===== config.mk =====
export PLATFORM = sky130hd
export DESIGN_NAME = prbs_bist_ctrl_flat
export DESIGN_NICKNAME = d
export VERILOG_FILES = /design/src/rtl/prbs_pkg.sv /design/src/rtl/prbs_bist_ctrl_if.sv /design/src/rtl/prbs_word_gen.sv /design/src/rtl/prbs_bist_ctrl.sv /design/src/flat_wrapper.sv
export SDC_FILE = /design/constraint.sdc
export NUM_CORES = 1
export LEC_CHECK = 0
export CAP_MARGIN = 40
export CELL_PAD_IN_SITES_DETAIL_PLACEMENT = 0
export CELL_PAD_IN_SITES_GLOBAL_PLACEMENT = 1
export CORE_MARGIN = 4
export CORE_UTILIZATION = 40
export DETAILED_ROUTE_END_ITERATION = 7
export PLACE_DENSITY = 0.74
export SKIP_LAST_GASP = 1
export SYNTH_ARGS = -nofsm -noshare
export SYNTH_HDL_FRONTEND = slang
export SYNTH_SLANG_ARGS = --single-unit
export TNS_END_PERCENT = 10

===== constraint.sdc =====
create_clock -name clk -period 3.8 [get_ports clk]
set_input_delay 0.38 -clock clk [delete_from_list [all_inputs] [get_ports clk]]
set_output_delay 0.38 -clock clk [all_outputs]
set_load 0.005 [all_outputs]

===== src/rtl/prbs_pkg.sv =====
// Shared types, defaults and the word step function for the PRBS7 BIST block.
package prbs_pkg;
  localparam int PRBS_W  = 24;
  localparam int PRBS_T1 = 6;
  localparam int PRBS_T2 = 5;
  localparam int MAX_W   = 64;
  localparam logic [MAX_W-1:0] PRBS_SEED = 64'd1;

  typedef enum logic [1:0] {ST_IDLE, ST_RUN, ST_DRAIN, ST_DONE} state_e;

  // Advance w LFSR steps; only bits [w-1:0] of the result are meaningful.
  function automatic logic [MAX_W-1:0] prbs_step(input logic [MAX_W-1:0] x,
                                                 input int w, input int t1, input int t2);
    logic [MAX_W-1:0] s, f;
    s = x;
    for (int i = 0; i < MAX_W; i++) begin
      if (i < w) begin
        f = (s >> t1) ^ (s >> t2);
        s = {s[MAX_W-2:0], f[0]};
      end
    end
    return s;
  endfunction
endpackage


===== src/rtl/prbs_bist_ctrl_if.sv =====
// Link-side bus of the PRBS BIST controller. bit_err_cnt exists only with PRBS_BIT_ERR_EN.
interface prbs_bist_ctrl_if #(parameter int WIDTH = 24, parameter int CNT_W = 16);
  logic             start;
  logic             abort;
  logic [CNT_W-1:0] num_words;
  logic [WIDTH-1:0] tx_data;
  logic             tx_valid;
  logic [WIDTH-1:0] rx_data;
  logic             rx_valid;
  logic             busy;
  logic             done;
  logic             locked;
  logic [CNT_W-1:0] err_cnt;
`ifdef PRBS_BIT_ERR_EN
  logic [CNT_W-1:0] bit_err_cnt;
  modport master (output start, abort, num_words, rx_data, rx_valid,
                  input  tx_data, tx_valid, busy, done, locked, err_cnt, bit_err_cnt);
  modport slave  (input  start, abort, num_words, rx_data, rx_valid,
                  output tx_data, tx_valid, busy, done, locked, err_cnt, bit_err_cnt);
`else
  modport master (output start, abort, num_words, rx_data, rx_valid,
                  input  tx_data, tx_valid, busy, done, locked, err_cnt);
  modport slave  (input  start, abort, num_words, rx_data, rx_valid,
                  output tx_data, tx_valid, busy, done, locked, err_cnt);
`endif
endinterface


===== src/rtl/prbs_word_gen.sv =====
// Word-parallel PRBS generator: load emits the first word after the seed, adv steps once.
module prbs_word_gen import prbs_pkg::*; #(
  parameter int WIDTH = PRBS_W,
  parameter int TAP1  = PRBS_T1,
  parameter int TAP2  = PRBS_T2
) (
  input  logic             clk,
  input  logic             rst_n,
  input  logic             load,
  input  logic             adv,
  output logic [WIDTH-1:0] word
);
  localparam logic [WIDTH-1:0] SEED = WIDTH'(PRBS_SEED);

  function automatic logic [WIDTH-1:0] step(input logic [WIDTH-1:0] x);
    return WIDTH'(prbs_step(MAX_W'(x), WIDTH, TAP1, TAP2));
  endfunction

  // Loading straight to S(seed) makes the first RUN cycle carry word one.
  always_ff @(posedge clk or negedge rst_n)
    if (!rst_n)    word <= SEED;
    else if (load) word <= step(SEED);
    else if (adv)  word <= step(word);
endmodule


===== src/rtl/prbs_bist_ctrl.sv =====
// PRBS7 BIST sequencer: tx stream, self-synchronising rx checker, lock/error status.
// Optional PRBS_BIT_ERR_EN adds a saturating per-bit error count.
module prbs_bist_ctrl import prbs_pkg::*; #(
  parameter int WIDTH     = PRBS_W,
  parameter int TAP1      = PRBS_T1,
  parameter int TAP2      = PRBS_T2,
  parameter int CNT_W     = 16,
  parameter int LOCK_GOOD = 4,
  parameter int DRAIN_MAX = 64
) (
  input logic            clk,
  input logic            rst_n,
  prbs_bist_ctrl_if.slave bus
);
  localparam int DR_W = $clog2(DRAIN_MAX + 1);
  localparam int MC_W = $clog2(LOCK_GOOD + 1);

  function automatic logic [WIDTH-1:0] step(input logic [WIDTH-1:0] x);
    return WIDTH'(prbs_step(MAX_W'(x), WIDTH, TAP1, TAP2));
  endfunction

  state_e           state, state_nxt;
  logic [CNT_W-1:0] nw_q, tx_cnt, rx_cnt, err_q;
  logic [DR_W-1:0]  drain_cnt;
  logic [MC_W-1:0]  match_cnt;
  logic [WIDTH-1:0] expected, tx_word;
  logic             locked_q, load, last_word, rx_hit, chk;

  assign load      = bus.start && !bus.abort && (state == ST_IDLE || state == ST_DONE)
                     && (bus.num_words != '0);
  assign last_word = (tx_cnt == nw_q - CNT_W'(1));
  assign rx_hit    = (bus.rx_data == expected);
  // Abort freezes the checker on its own cycle so results are held exactly.
  assign chk       = (state == ST_RUN || state == ST_DRAIN) && bus.rx_valid && !bus.abort;

  prbs_word_gen #(.WIDTH(WIDTH), .TAP1(TAP1), .TAP2(TAP2)) u_gen (
    .clk, .rst_n, .load, .adv(state == ST_RUN), .word(tx_word)
  );

  always_ff @(posedge clk or negedge rst_n)
    if (!rst_n) state <= ST_IDLE;
    else        state <= state_nxt;

  always_comb begin
    state_nxt = state;
    if (bus.abort) state_nxt = ST_IDLE;
    else case (state)
      ST_IDLE, ST_DONE:
        if (bus.start) state_nxt = (bus.num_words != '0) ? ST_RUN : ST_DONE;
      ST_RUN:   if (last_word) state_nxt = ST_DRAIN;
      ST_DRAIN: if (rx_cnt == nw_q || drain_cnt == DR_W'(DRAIN_MAX - 1)) state_nxt = ST_DONE;
      default:  state_nxt = ST_IDLE;
    endcase
  end

  always_comb begin
    bus.tx_valid = 1'b0;
    bus.busy     = 1'b0;
    bus.done     = 1'b0;
    case (state)
      ST_RUN:   begin bus.tx_valid = 1'b1; bus.busy = 1'b1; end
      ST_DRAIN: bus.busy = 1'b1;
      ST_DONE:  bus.done = 1'b1;
      default:  ;
    endcase
  end

  always_ff @(posedge clk or negedge rst_n)
    if (!rst_n) begin
      nw_q <= '0; tx_cnt <= '0; rx_cnt <= '0; err_q <= '0;
      drain_cnt <= '0; match_cnt <= '0; expected <= '0; locked_q <= 1'b0;
    end else if (load) begin
      nw_q <= bus.num_words; tx_cnt <= '0; rx_cnt <= '0; err_q <= '0;
      drain_cnt <= '0; match_cnt <= '0; expected <= '0; locked_q <= 1'b0;
    end else begin
      if (state == ST_RUN)   tx_cnt    <= tx_cnt + CNT_W'(1);
      if (state == ST_DRAIN) drain_cnt <= drain_cnt + DR_W'(1);
      if (chk) begin
        if (locked_q) begin
          // Once locked the checker free-runs; rx_data only scores errors.
          expected <= step(expected);
          rx_cnt   <= rx_cnt + CNT_W'(1);
          if (!rx_hit && err_q != '1) err_q <= err_q + CNT_W'(1);
        end else begin
          expected <= step(bus.rx_data);
          if (rx_hit) begin
            match_cnt <= match_cnt + MC_W'(1);
            if (match_cnt == MC_W'(LOCK_GOOD - 1)) locked_q <= 1'b1;
          end else begin
            match_cnt <= '0;
          end
        end
      end
    end

`ifdef PRBS_BIT_ERR_EN
  localparam int SW = CNT_W + $clog2(WIDTH + 1);
  logic [CNT_W-1:0] bit_err_q;
  logic [SW-1:0]    be_sum;
  assign be_sum = SW'(bit_err_q) + SW'($countones(bus.rx_data ^ expected));

  always_ff @(posedge clk or negedge rst_n)
    if (!rst_n)                bit_err_q <= '0;
    else if (load)             bit_err_q <= '0;
    else if (chk && locked_q)  bit_err_q <= (be_sum > SW'({CNT_W{1'b1}})) ? '1 : be_sum[CNT_W-1:0];

  assign bus.bit_err_cnt = bit_err_q;
`endif

  assign bus.tx_data = tx_word;
  assign bus.locked  = locked_q;
  assign bus.err_cnt = err_q;
endmodule


===== src/flat_wrapper.sv =====
// flat-port wrapper written by rule: the top's interface ports become plain ports
module prbs_bist_ctrl_flat import prbs_pkg::*;
#(
  parameter int WIDTH     = PRBS_W,
  parameter int TAP1      = PRBS_T1,
  parameter int TAP2      = PRBS_T2,
  parameter int CNT_W     = 16,
  parameter int LOCK_GOOD = 4,
  parameter int DRAIN_MAX = 64
)
  (clk, rst_n, bus_start, bus_abort, bus_num_words, bus_rx_data, bus_rx_valid, bus_tx_data, bus_tx_valid, bus_busy, bus_done, bus_locked, bus_err_cnt);
  prbs_bist_ctrl_if #(.WIDTH(WIDTH), .CNT_W(CNT_W)) bus_i ();
  input logic clk;
  input logic rst_n;
  input wire logic [$bits(bus_i.start)-1:0] bus_start;
  input wire logic [$bits(bus_i.abort)-1:0] bus_abort;
  input wire logic [$bits(bus_i.num_words)-1:0] bus_num_words;
  input wire logic [$bits(bus_i.rx_data)-1:0] bus_rx_data;
  input wire logic [$bits(bus_i.rx_valid)-1:0] bus_rx_valid;
  output wire logic [$bits(bus_i.tx_data)-1:0] bus_tx_data;
  output wire logic [$bits(bus_i.tx_valid)-1:0] bus_tx_valid;
  output wire logic [$bits(bus_i.busy)-1:0] bus_busy;
  output wire logic [$bits(bus_i.done)-1:0] bus_done;
  output wire logic [$bits(bus_i.locked)-1:0] bus_locked;
  output wire logic [$bits(bus_i.err_cnt)-1:0] bus_err_cnt;
  assign bus_i.start = bus_start;
  assign bus_i.abort = bus_abort;
  assign bus_i.num_words = bus_num_words;
  assign bus_i.rx_data = bus_rx_data;
  assign bus_i.rx_valid = bus_rx_valid;
  assign bus_tx_data = bus_i.tx_data;
  assign bus_tx_valid = bus_i.tx_valid;
  assign bus_busy = bus_i.busy;
  assign bus_done = bus_i.done;
  assign bus_locked = bus_i.locked;
  assign bus_err_cnt = bus_i.err_cnt;
  prbs_bist_ctrl #(.WIDTH(WIDTH), .TAP1(TAP1), .TAP2(TAP2), .CNT_W(CNT_W), .LOCK_GOOD(LOCK_GOOD), .DRAIN_MAX(DRAIN_MAX)) u_core (.clk(clk), .rst_n(rst_n), .bus(bus_i));
endmodule

==> Word-level counts from Yosys, hierarchy flattened <==
Cells that the tools add are included.
{ "word_totals": {"ram_bits": 0, "register_bits": 125, "latch_bits": 0, "memories": 0, "inputBits": 45, "elab_cells": 343, "out_inout_bits": 44, "rom_bits": 0} }
{ "classes": {"mux": 218, "div_mod_pow": 0, "n_mul": 0, "shift": 0, "bitwise": 72, "eq_ne": 13, "addsub": 6, "order_cmp": 0, "n_reduce_logical": 24} }
{ "op_table": {"columns": ["op", "count"], "rows": [
  ["$mux W7", 58],
  ["$mux W16", 17],
  ["$mux W23", 8],
  ["$mux W22", 8],
  ["$mux W21", 8],
  ["$mux W20", 8],
  ["$mux W19", 8],
  ["$mux W18", 8],
  ["$mux W17", 8],
  ["$mux W15", 8],
  ["$mux W24", 5],
  ["$mux W14", 8],
  ["$mux W13", 8],
  ["$mux W12", 8],
  ["$mux W11", 8],
  ["$mux W10", 8],
  ["$mux W9", 8],
  ["$xor A1 B1 Y1", 72],
  ["$mux W8", 8],
  ["$add A16 B1 Y16 const B", 3],
  ["$eq A16 B16 Y1", 2],
  ["$eq A24 B24 Y1", 1],
  ["$ne A16 B16 Y1 const B", 1],
  ["$reduce_bool A16 Y1", 1],
  ["22 further kinds", 53]
]} }

==> Longest topological paths before layout <==
Gate-level depths: netlist of the first run.
{ "logic_depth": {"ltp_word": 98, "mapped_depth": 10, "ltp_nobuf": 9} }

==> By module <==
A second synthesis of the first run with hierarchy kept.
{ "hier_totals": {"hier_cells": 850, "area_unflattened_um2": 7728.7} }
{ "by_module_without_submodules": {"columns": ["mod", "seq_area_each_um2", "n_inst", "area_per_inst_um2", "cells_each"], "rows": [
  ["prbs_bist_ctrl", 2527.4, 1, 6418.7, 731],
  ["prbs_word_gen", 601.8, 1, 1310.0, 119]
]} }

==> Least setup slack after synthesis of the first run <==
OpenSTA, ideal clock, no wires.
{ "synth_timing": {"kind": "register to register", "startpoint": "register u_core.nw_q[0]", "endpoint": "register u_core.state[0]", "setup_ns": 0.146, "arrival_time_ns": 2.356, "synth_period_minus_slack_ns": 2.502, "t_required_ns": 3.654, "stages_incl_launch_ff": 10, "path_buffers": 0, "setup_slack_ns": 1.298, "cell_sequence": "dfrtp_1 > inv_1 > ha_1 > or4b_4 > or4_1 > o211ai_1 > nor2_1 > a311o_1 > o211ai_1 > o311ai_0"} }
{ "synth_via": {"elab_chain_len": 4, "word_cells_on_any_way": 7, "classes_between": "add/sub: 1; eq/ne: 4; reduce/logical: 2"} }
{ "synth_lines": {"columns": ["element", "line_no", "source"], "rows": [
  ["from (decl)", "prbs_bist_ctrl.sv:23", "logic [CNT_W-1:0] nw_q, tx_cnt, rx_cnt, err_q;"],
  ["from (signal assigned)", "prbs_bist_ctrl.sv:70", "nw_q <= '0; tx_cnt <= '0; rx_cnt <= '0; err_q <= '0;"],
  ["from (signal assigned)", "prbs_bist_ctrl.sv:73", "nw_q <= bus.num_words; tx_cnt <= '0; rx_cnt <= '0; err_q <= '0;"],
  ["$sub A16 B1 Y16 / $eq A16 B16 Y1 (equally long branches)", "prbs_bist_ctrl.sv:31, prbs_bist_ctrl.sv:51", null],
  ["$eq A16 B16 Y1 / $logic_or A1 B1 Y1 (equally long branches)", "prbs_bist_ctrl.sv:31, prbs_bist_ctrl.sv:51", null],
  ["$ne A3 B2 Y1 (no line) / $ne A3 B3 Y1 (equally long branches)", null, null],
  ["$reduce_and A3 Y1 (no line) *", null, null],
  ["to (signal assigned)", "prbs_bist_ctrl.sv:42", "else state <= state_nxt;"],
  ["to (decl)", "prbs_bist_ctrl.sv:22", "state_e state, state_nxt;"]
]} }
Every way passes the cells marked *; elsewhere a longest branch is shown, timed or not.
A chain may end at the register's enable or synchronous reset.

==> Worst setup path after layout of the first run <==
Ends and elaborated chain as after synthesis.

==> results by group, run 1 <==
Outcome
  • Status: completed

Cells and area
  • Fin nets: 960
  • Layout cells sized above 1: 0.0610
  • # fillers: 1,717
  • Sequential Area: 3130 um2
  • Area Overhead vs Synth: 21.6%
  • Diode count: 0
  • Fin util: 0.501
  • Multi-input combinational cell area: 4080 um2

CTS
  • CTS tree: built
  • CTS H-Tree Depth: 4
  • CTS Hold Bufs: 1
  • Post_cts resized: 0
  • Post-CTS setup buffer count: 0
  • CTS sink count: 125
  • Root buffer cell: clkbuf_16
  • Cts bufs inserted: 17
  • Maximum clock path buffer count: 2
  • Clock slew seen by the registers of the worst setup and hold paths: 70 ps
  • Clock Latency Late Sink: 420 ps

Critical path
  • Worst r2r path cells: 9
  • R2r endpoint: u_core.state[0]
  • Crit path arrival time: 3110 ps
  • Worst Path Max Fanout: 6
  • Critical path class: flip-flop to flip-flop
  • R2r startpoint: u_core.nw_q[0]
  • R2R Setup Slk: 960 ps
  • Crit path capture type: flip-flop
  • Worst Path Required: 4070 ps
  • Startpoint types: flip-flop

STA
  • Worst slew margin: 0.503
  • Maximum clock rate: 352 MHz
  • Clk_skew: 11.4 ps
  • Final hold violation count: 0
  • Post-route setup TNS: 0 ps
  • Pins Over Slew Limit: 0
  • RSZ-0062 raised after global routing: false
  • Tcrit/Tclk final: 0.748
  • Final worst path period need: 2840 ps
  • Slew @ Worst Pin: 740 ps
  • Count of final setup violators: 0

Global routing
  • GRT Util Overall: 0.186
  • Initial antenna violation count: 0
  • Maximum number of pins on one net before global-route repair: 58
  • Overflow after GRT: 0
  • Global-route wire length before repair: 32.2 mm
  • Vias in the first global route: 6,036

Synthesis
  • Yosys top cell by area: dfrtp_1
  • Synth unique cells: 55
  • Number of synthesized flops with an enable pin: 0
  • Synth area leaders: dfrtp_1, xnor2_1, xor2_1
  • Commonest cells in the netlist: dfrtp_1, xnor2_1, nand2_1, nor2_1, xor2_1
  • Async set-or-reset flop fraction in the synthesized netlist: 1.00
  • Mapped cell area: 7510 um2
  • Synthesized Nets: 903
  • Ys Warns: 0
  • Main flop type after synthesis: dfrtp_1
  • Sequential element share of the synthesized area: 0.417
  • Area share of the largest cell type after synthesis: 0.413
  • Mean post-synth cell area: 8.86 um2
  • Most numerous cell in the Yosys netlist: dfrtp_1
  • Number of synthesized register bits: 125
  • Syn Inst Count: 848

Route
  • Via count: 5,971
  • Final ANT Viol Nets: 0
  • Drt wl/cell: 16.5 um
  • Vias/cell: 5.21
  • Initial DRC count: 454
  • Final wirelength: 19.0 mm
  • DRC Markers: 0
  • Drt first pass iters: 4

Pwr
  • Static leakage: 3.73 nW
  • Comb power frac: 0.408
  • Total power: 6.52 mW
  • Sequential power share: 0.352
  • Sw Share: 0.390
  • Peak VDD IR: 0.470 mV
  • Internal: 3.98 mW
  • Clock group share of total power: 0.240
  • PD cells: 714 nW/um2
  • Switch Pwr: 2.54 mW

Floorplanning
  • Number of core rows: 49
  • Die height: 145 um
  • Initial Util: 0.413
  • Die Width: 145 um
  • Die area: 21,000 um2
  • # IOs: 89
  • Core area: 18,200 um2

Placement
  • IO Port Bufs: 88
  • Hpwl dp: 13.3 mm
  • GP Congestion: 0.799

Hold path
  • Tightest Hold Check Type: primary input to asynchronous set/reset pin

Job
  • Maxcap violations: 0
==> per-layer routing <==
layer / routed length [um] / vias up / GRT usage
met3: 476 / 13 / 0.0390
met4: 149 / 0 / 0.0428
met1: 9200 / 2877 / 0.257
met2: 9140 / 74 / 0.302
met5: 0 / - / 0
li1: - / 3007 / -
==> worst max-delay path by stage <==
stage | startpoint | end | slack (ps) | depth (start not counted)
finish | u_core.nw_q[0] | u_core.state[0] | 960 | 9
global route | u_core.nw_q[0] | u_core.state[0] | 820 | 9
CTS | u_core.nw_q[0] | u_core.state[0] | 940 | 9
detailed placement | bus_rx_data[2] | u_core.bus.err_cnt[8] | 870 | 8
global placement | bus_rx_data[2] | u_core.bus.err_cnt[6] | 920 | 8
floorplan | u_core.nw_q[0] | u_core.state[0] | 1300 | 9
==> kinds of logic after synthesis <==
family	synth area share
fa+ha+maj	0.0167
buf+inv	0.0410
mux	0.0122
xor+xnor	0.197
simple gates	0.212
compound gates	0.105
flops	0.417
==> cells in the final DEF (no fill, tap or decap), drive strengths merged, types with 2 or more instances in the layout <==
cell | Yosys | layout
clkdlybuf4s50 | 0 | 87
nor2 | 84 | 84
xor2 | 59 | 59
and3 | 18 | 18
xnor2 | 110 | 110
nand3b | 2 | 2
a41oi | 2 | 2
nand3 | 40 | 40
or4 | 2 | 2
ha | 10 | 10
or3 | 12 | 12
nor4 | 14 | 14
inv | 12 | 16
mux2i | 8 | 8
and4 | 3 | 3
nand2 | 105 | 105
a22o | 4 | 4
o22ai | 7 | 7
buf | 16 | 14
dfrtp | 124 | 124
nor2b | 4 | 4
or4b | 2 | 2
o211ai | 10 | 10
and2 | 6 | 6
o21ai | 41 | 41
o311ai | 2 | 2
clkinvlp | 0 | 5
nand4 | 24 | 24
clkbuf | 48 | 18
clkinv | 0 | 4
or2 | 3 | 3
a211oi | 14 | 14
a31oi | 4 | 4
nor3 | 7 | 7
a21oi | 35 | 35
==> power by group through the flow <==
stage	Sequential, mW	Clock (mW)	Combinational (mW)
after floorplan	1.97	0	2.17
after global placement	2.32	0	2.64
after detailed placement	2.31	0	2.68
after CTS	2.29	1.61	2.70
after global routing	2.36	1.67	3.00
final	2.29	1.57	2.66
==> through the flow <==
step	setup slack [ps]	hold WS [ps]	cells	cell area, um2
after floorplan	1300	84.4	848	7510
after global placement	925	488	1112	8500
after detailed placement	872	261	1114	8550
after CTS	937	346	1147	9130
after global routing	817	383	1147	9130
final	956	356	1147	9130
==> worst max-delay path: stages (launching register included) <==
cell      delay [ps]
dfrtp_1          450
inv_1            110
ha_1             210
or4b_4           530
or4_1            510
o211ai_1         100
nor2_1            70
a311o_1          360
o211ai_1         190
o311ai_0         170
==> final cells by class <==
type                       count  share of cell area
tap                          229              0.0314
multi-input combinational    647               0.447
timing repair buffer         102               0.112
clock inverter                14              0.0151
sequential                   125               0.343
inverter                      12             0.00493
clock buffer                  18              0.0470
==> registers in the layout, indices dropped and copies added, names as in the netlist <==
signal	flops
u_core.bus.err_cnt	16
u_core.u_gen.word	24
u_core.rx_cnt	16
u_core.bus.locked	1
u_core.drain_cnt	7
u_core.state	2
u_core.tx_cnt	16
u_core.nw_q	16
u_core.expected	24
u_core.match_cnt	3
Note: power is estimated with default switching activity, not from simulation.
==> run 2: changes to the inputs <==
==> constraint.sdc (replaced) <==
create_clock -name clk -period 2.67 [get_ports clk]
set_input_delay 0.267 -clock clk [delete_from_list [all_inputs] [get_ports clk]]
set_output_delay 0.267 -clock clk [all_outputs]
set_load 0.005 [all_outputs]
==> results by group, run 2 (synthesized netlist as in run 1, its figures left out) <==
Outcome
  • Status: completed (unchanged)

STA
  • Count of final setup violators: 0 (unchanged)
  • Tcrit/Tclk final: 0.955 (was 0.748)
  • Maximum clock rate: 392 MHz (was 352 MHz)
  • Pins Over Slew Limit: 0 (unchanged)
  • Worst slew margin: 0.555 (was 0.503)
  • Clk_skew: 11.3 ps (was 11.4 ps)
  • RSZ-0062 raised after global routing: true (was false)
  • Slew @ Worst Pin: 663 ps (was 740 ps)
  • Final worst path period need: 2550 ps (was 2840 ps)
  • Final hold violation count: 0 (unchanged)

Pwr
  • Static leakage: 3.90 nW (was 3.73 nW)
  • Sw Share: 0.394 (was 0.390)
  • Comb power frac: 0.442 (was 0.408)
  • Peak VDD IR: 0.710 mV (was 0.470 mV)
  • Clock group share of total power: 0.235 (was 0.240)
  • Internal: 5.80 mW (was 3.98 mW)
  • PD cells: 1020 nW/um2 (was 714 nW/um2)
  • Switch Pwr: 3.77 mW (was 2.54 mW)
  • Sequential power share: 0.324 (was 0.352)

Job
  • Maxcap violations: 0 (unchanged)

Route
  • Via count: 6,206 (was 5,971)
  • Met1 Wirelength: 9.37 mm (was 9.20 mm)
  • Highest routed layer: met4 (unchanged)
  • Met2 WL: 9.49 mm (was 9.14 mm)
  • Final wirelength: 19.6 mm (was 19.0 mm)
  • Vias/cell: 5.27 (was 5.21)
  • Met3 WL: 595 um (was 476 um)
  • DRC Markers: 0 (unchanged)
  • Drt first pass iters: 5 (was 4)
  • Drt wl/cell: 16.7 um (was 16.5 um)
  • Initial DRC count: 316 (was 454)
  • Final ANT Viol Nets: 0 (unchanged)

Critical path
  • Crit-path cells: inv_2, ha_4, or4b_4, or4_4, o211ai_1, nor2_1, a311o_1, o211ai_1, o311ai_0 (was inv_1, ha_1, or4b_4, or4_1, o211ai_1, nor2_1, a311o_1, o211ai_1, o311ai_0)
  • Critical Path Stages: 9 (unchanged)
  • Worst Path Max Fanout: 5 (was 6)
  • Crit-path max cell delay: 500 ps (was 530 ps)
  • Startpoint types: flip-flop (unchanged)
  • Crit path arrival time: 2830 ps (was 3110 ps)
  • CP most frequent cell: o211ai_1 (unchanged)
  • Worst r2r path cells: 9 (unchanged)
  • Worst Path Buf+Inv: 1 (unchanged)
  • Delay-heaviest family, CP: simple AND/OR/NAND/NOR gates (unchanged)
  • Crit-path slowest cell: or4b_4 (unchanged)
  • Worst Path Required: 2950 ps (was 4070 ps)
  • Crit path capture type: flip-flop (unchanged)
  • Critical path class: flip-flop to flip-flop (unchanged)

Floorplanning
  • Die area: 21,000 um2 (unchanged)
  • Number of core rows: 49 (unchanged)
  • Initial Util: 0.413 (unchanged)
  • Die Width: 145 um (unchanged)
  • # IOs: 89 (unchanged)
  • Core area: 18,200 um2 (unchanged)
  • Die height: 145 um (unchanged)

Placement
  • # placed instances: 1,145 (was 1,114)
  • Placed Area: 8780 um2 (was 8550 um2)
  • GP Congestion: 0.866 (was 0.799)
  • IO Port Bufs: 88 (unchanged)
  • Hpwl dp: 14.0 mm (was 13.3 mm)

Cells and area
  • Layout cells sized above 1: 0.0980 (was 0.0610)
  • Sequential Area: 3130 um2 (unchanged)
  • Fin area: 9390 um2 (was 9130 um2)
  • Fin nets: 991 (was 960)
  • Most common cell after layout, fill and taps aside: dfrtp_1 (unchanged)
  • Multi-input combinational cell area: 4100 um2 (was 4080 um2)
  • Largest registers: u_core.expected: 24 flops, u_core.u_gen.word: 24 flops (unchanged)
  • # fillers: 1,725 (was 1,717)
  • Post-Layout Cell Count: 1,178 (was 1,147)
  • Diode count: 0 (unchanged)
  • Leading cell types in the layout, fill and taps excluded: dfrtp_1, xnor2_1, nand2_1, clkdlybuf4s50_1, nor2_1 (unchanged)
  • Area Overhead vs Synth: 25.0% (was 21.6%)

Global routing
  • Global-route wire length before repair: 32.7 mm (was 32.2 mm)
  • Overflow after GRT: 0 (unchanged)
  • Maximum number of pins on one net before global-route repair: 63 (was 58)
  • Initial antenna violation count: 0 (unchanged)
  • Vias in the first global route: 6,156 (was 6,036)
  • GRT Util Overall: 0.190 (was 0.186)

CTS
  • Root buffer cell: clkbuf_16 (unchanged)
  • CTS tree: built (unchanged)
  • Maximum clock path buffer count: 2 (unchanged)
  • Clock slew seen by the registers of the worst setup and hold paths: 70 ps (about the same)
  • CTS H-Tree Depth: 4 (unchanged)
  • CTS sink count: 125 (unchanged)
  • Cts bufs inserted: 17 (unchanged)
  • Clock Latency Late Sink: 430 ps (was 420 ps)

Hold path
  • Tightest Hold Check Type: primary input to asynchronous set/reset pin (unchanged)
==> run 2: cell types whose count changed in the layout (fill, tap and decap cells not counted), moves of 2 or more <==
cell        delta
inv_8          +4
buf_12         +3
inv_1          -2
clkinvlp_4     -4
inv_2          +2
inv_6          +2
buf_4         +30
buf_16         -2
==> run 2: final timing paths <==
path	from	endpoint	slack [ps]
worst max-delay path	u_core.nw_q[1]	u_core.state[0]	120
worst min-delay path	rst_n	u_core.expected[11]	340
worst max register to register	u_core.nw_q[1]	u_core.state[0]	120
worst min register to register	u_core.u_gen.word[18]	u_core.u_gen.word[18]	500
max in group asynchronous	rst_n	u_core.nw_q[7]	1520
min in group clk	bus_num_words[2]	u_core.nw_q[2]	410
==> run 2: cell type report <==
class                      instances  share of cell area
sequential                       125               0.333
clock inverter                    15              0.0157
tap                              229              0.0305
timing repair buffer             133               0.134
multi-input combinational        647               0.437
inverter                          12             0.00480
clock buffer                      17              0.0453
==> run 2: worst register-to-register path: cells and delay by family, from the launching register on <==
family                     cells  cell delay (ps)
AOI/OAI and AO/OA              4              800
adders and majority gates      1              150
buffers and inverters          1               80
DFF                            1              390
and+or+nand+nor                3             1000
==> run 2: what timing repair did <==
item	in CTS	in global routing
hold buffers	1	0
endpoints found under the hold margin	33	0
buffers inserted	0	0
setup endpoints to repair	0	2
resized for setup	0	7
==> run 2: power groups by stage <==
stage | registers [mW] | logic, mW | clock network, mW
after floorplan | 2.80 | 3.09 | 0
after global placement | 3.12 | 4.19 | 0
after detailed placement | 3.12 | 4.21 | 0
after global routing | 3.18 | 4.73 | 2.38
after CTS | 3.10 | 4.23 | 2.31
final | 3.10 | 4.23 | 2.24
==> run 2: stage by stage <==
stage | setup slack, ps | hold WS [ps] | setup TNS (ps) | utilization | total power [mW]
6_report | 119 | 340 | 0 | 0.516 | 9.57
5_1_grt | -17.5 | 370 | -23.0 | 0.516 | 10.3
3_3_place_gp | 118 | 271 | 0 | 0.482 | 7.31
4_1_cts | 21.5 | 358 | 0 | 0.514 | 9.64
3_5_place_dp | 45.1 | 272 | 0 | 0.482 | 7.33
2_1_floorplan | 168 | -28.6 | 0 | - | 5.88
==> run 2: per-layer routing <==
layer | track usage | vias to the layer above
li1 | - | 3074
met1 | 0.260 | 3005
met2 | 0.312 | 109
met3 | 0.0396 | 18
met4 | 0.0432 | 0
met5 | 0 | -
==> run 3: changes to the inputs <==
--- a/config.mk
+++ b/config.mk
@@ -11,6 +11,7 @@
 export CORE_MARGIN = 4
 export CORE_UTILIZATION = 40
 export DETAILED_ROUTE_END_ITERATION = 7
+export GPL_ROUTABILITY_DRIVEN = 0
 export PLACE_DENSITY = 0.74
 export SKIP_LAST_GASP = 1
 export SYNTH_ARGS = -nofsm -noshare
==> results of run 3 <==
The final DEF is identical to that of run 2; final timing and power are the same.
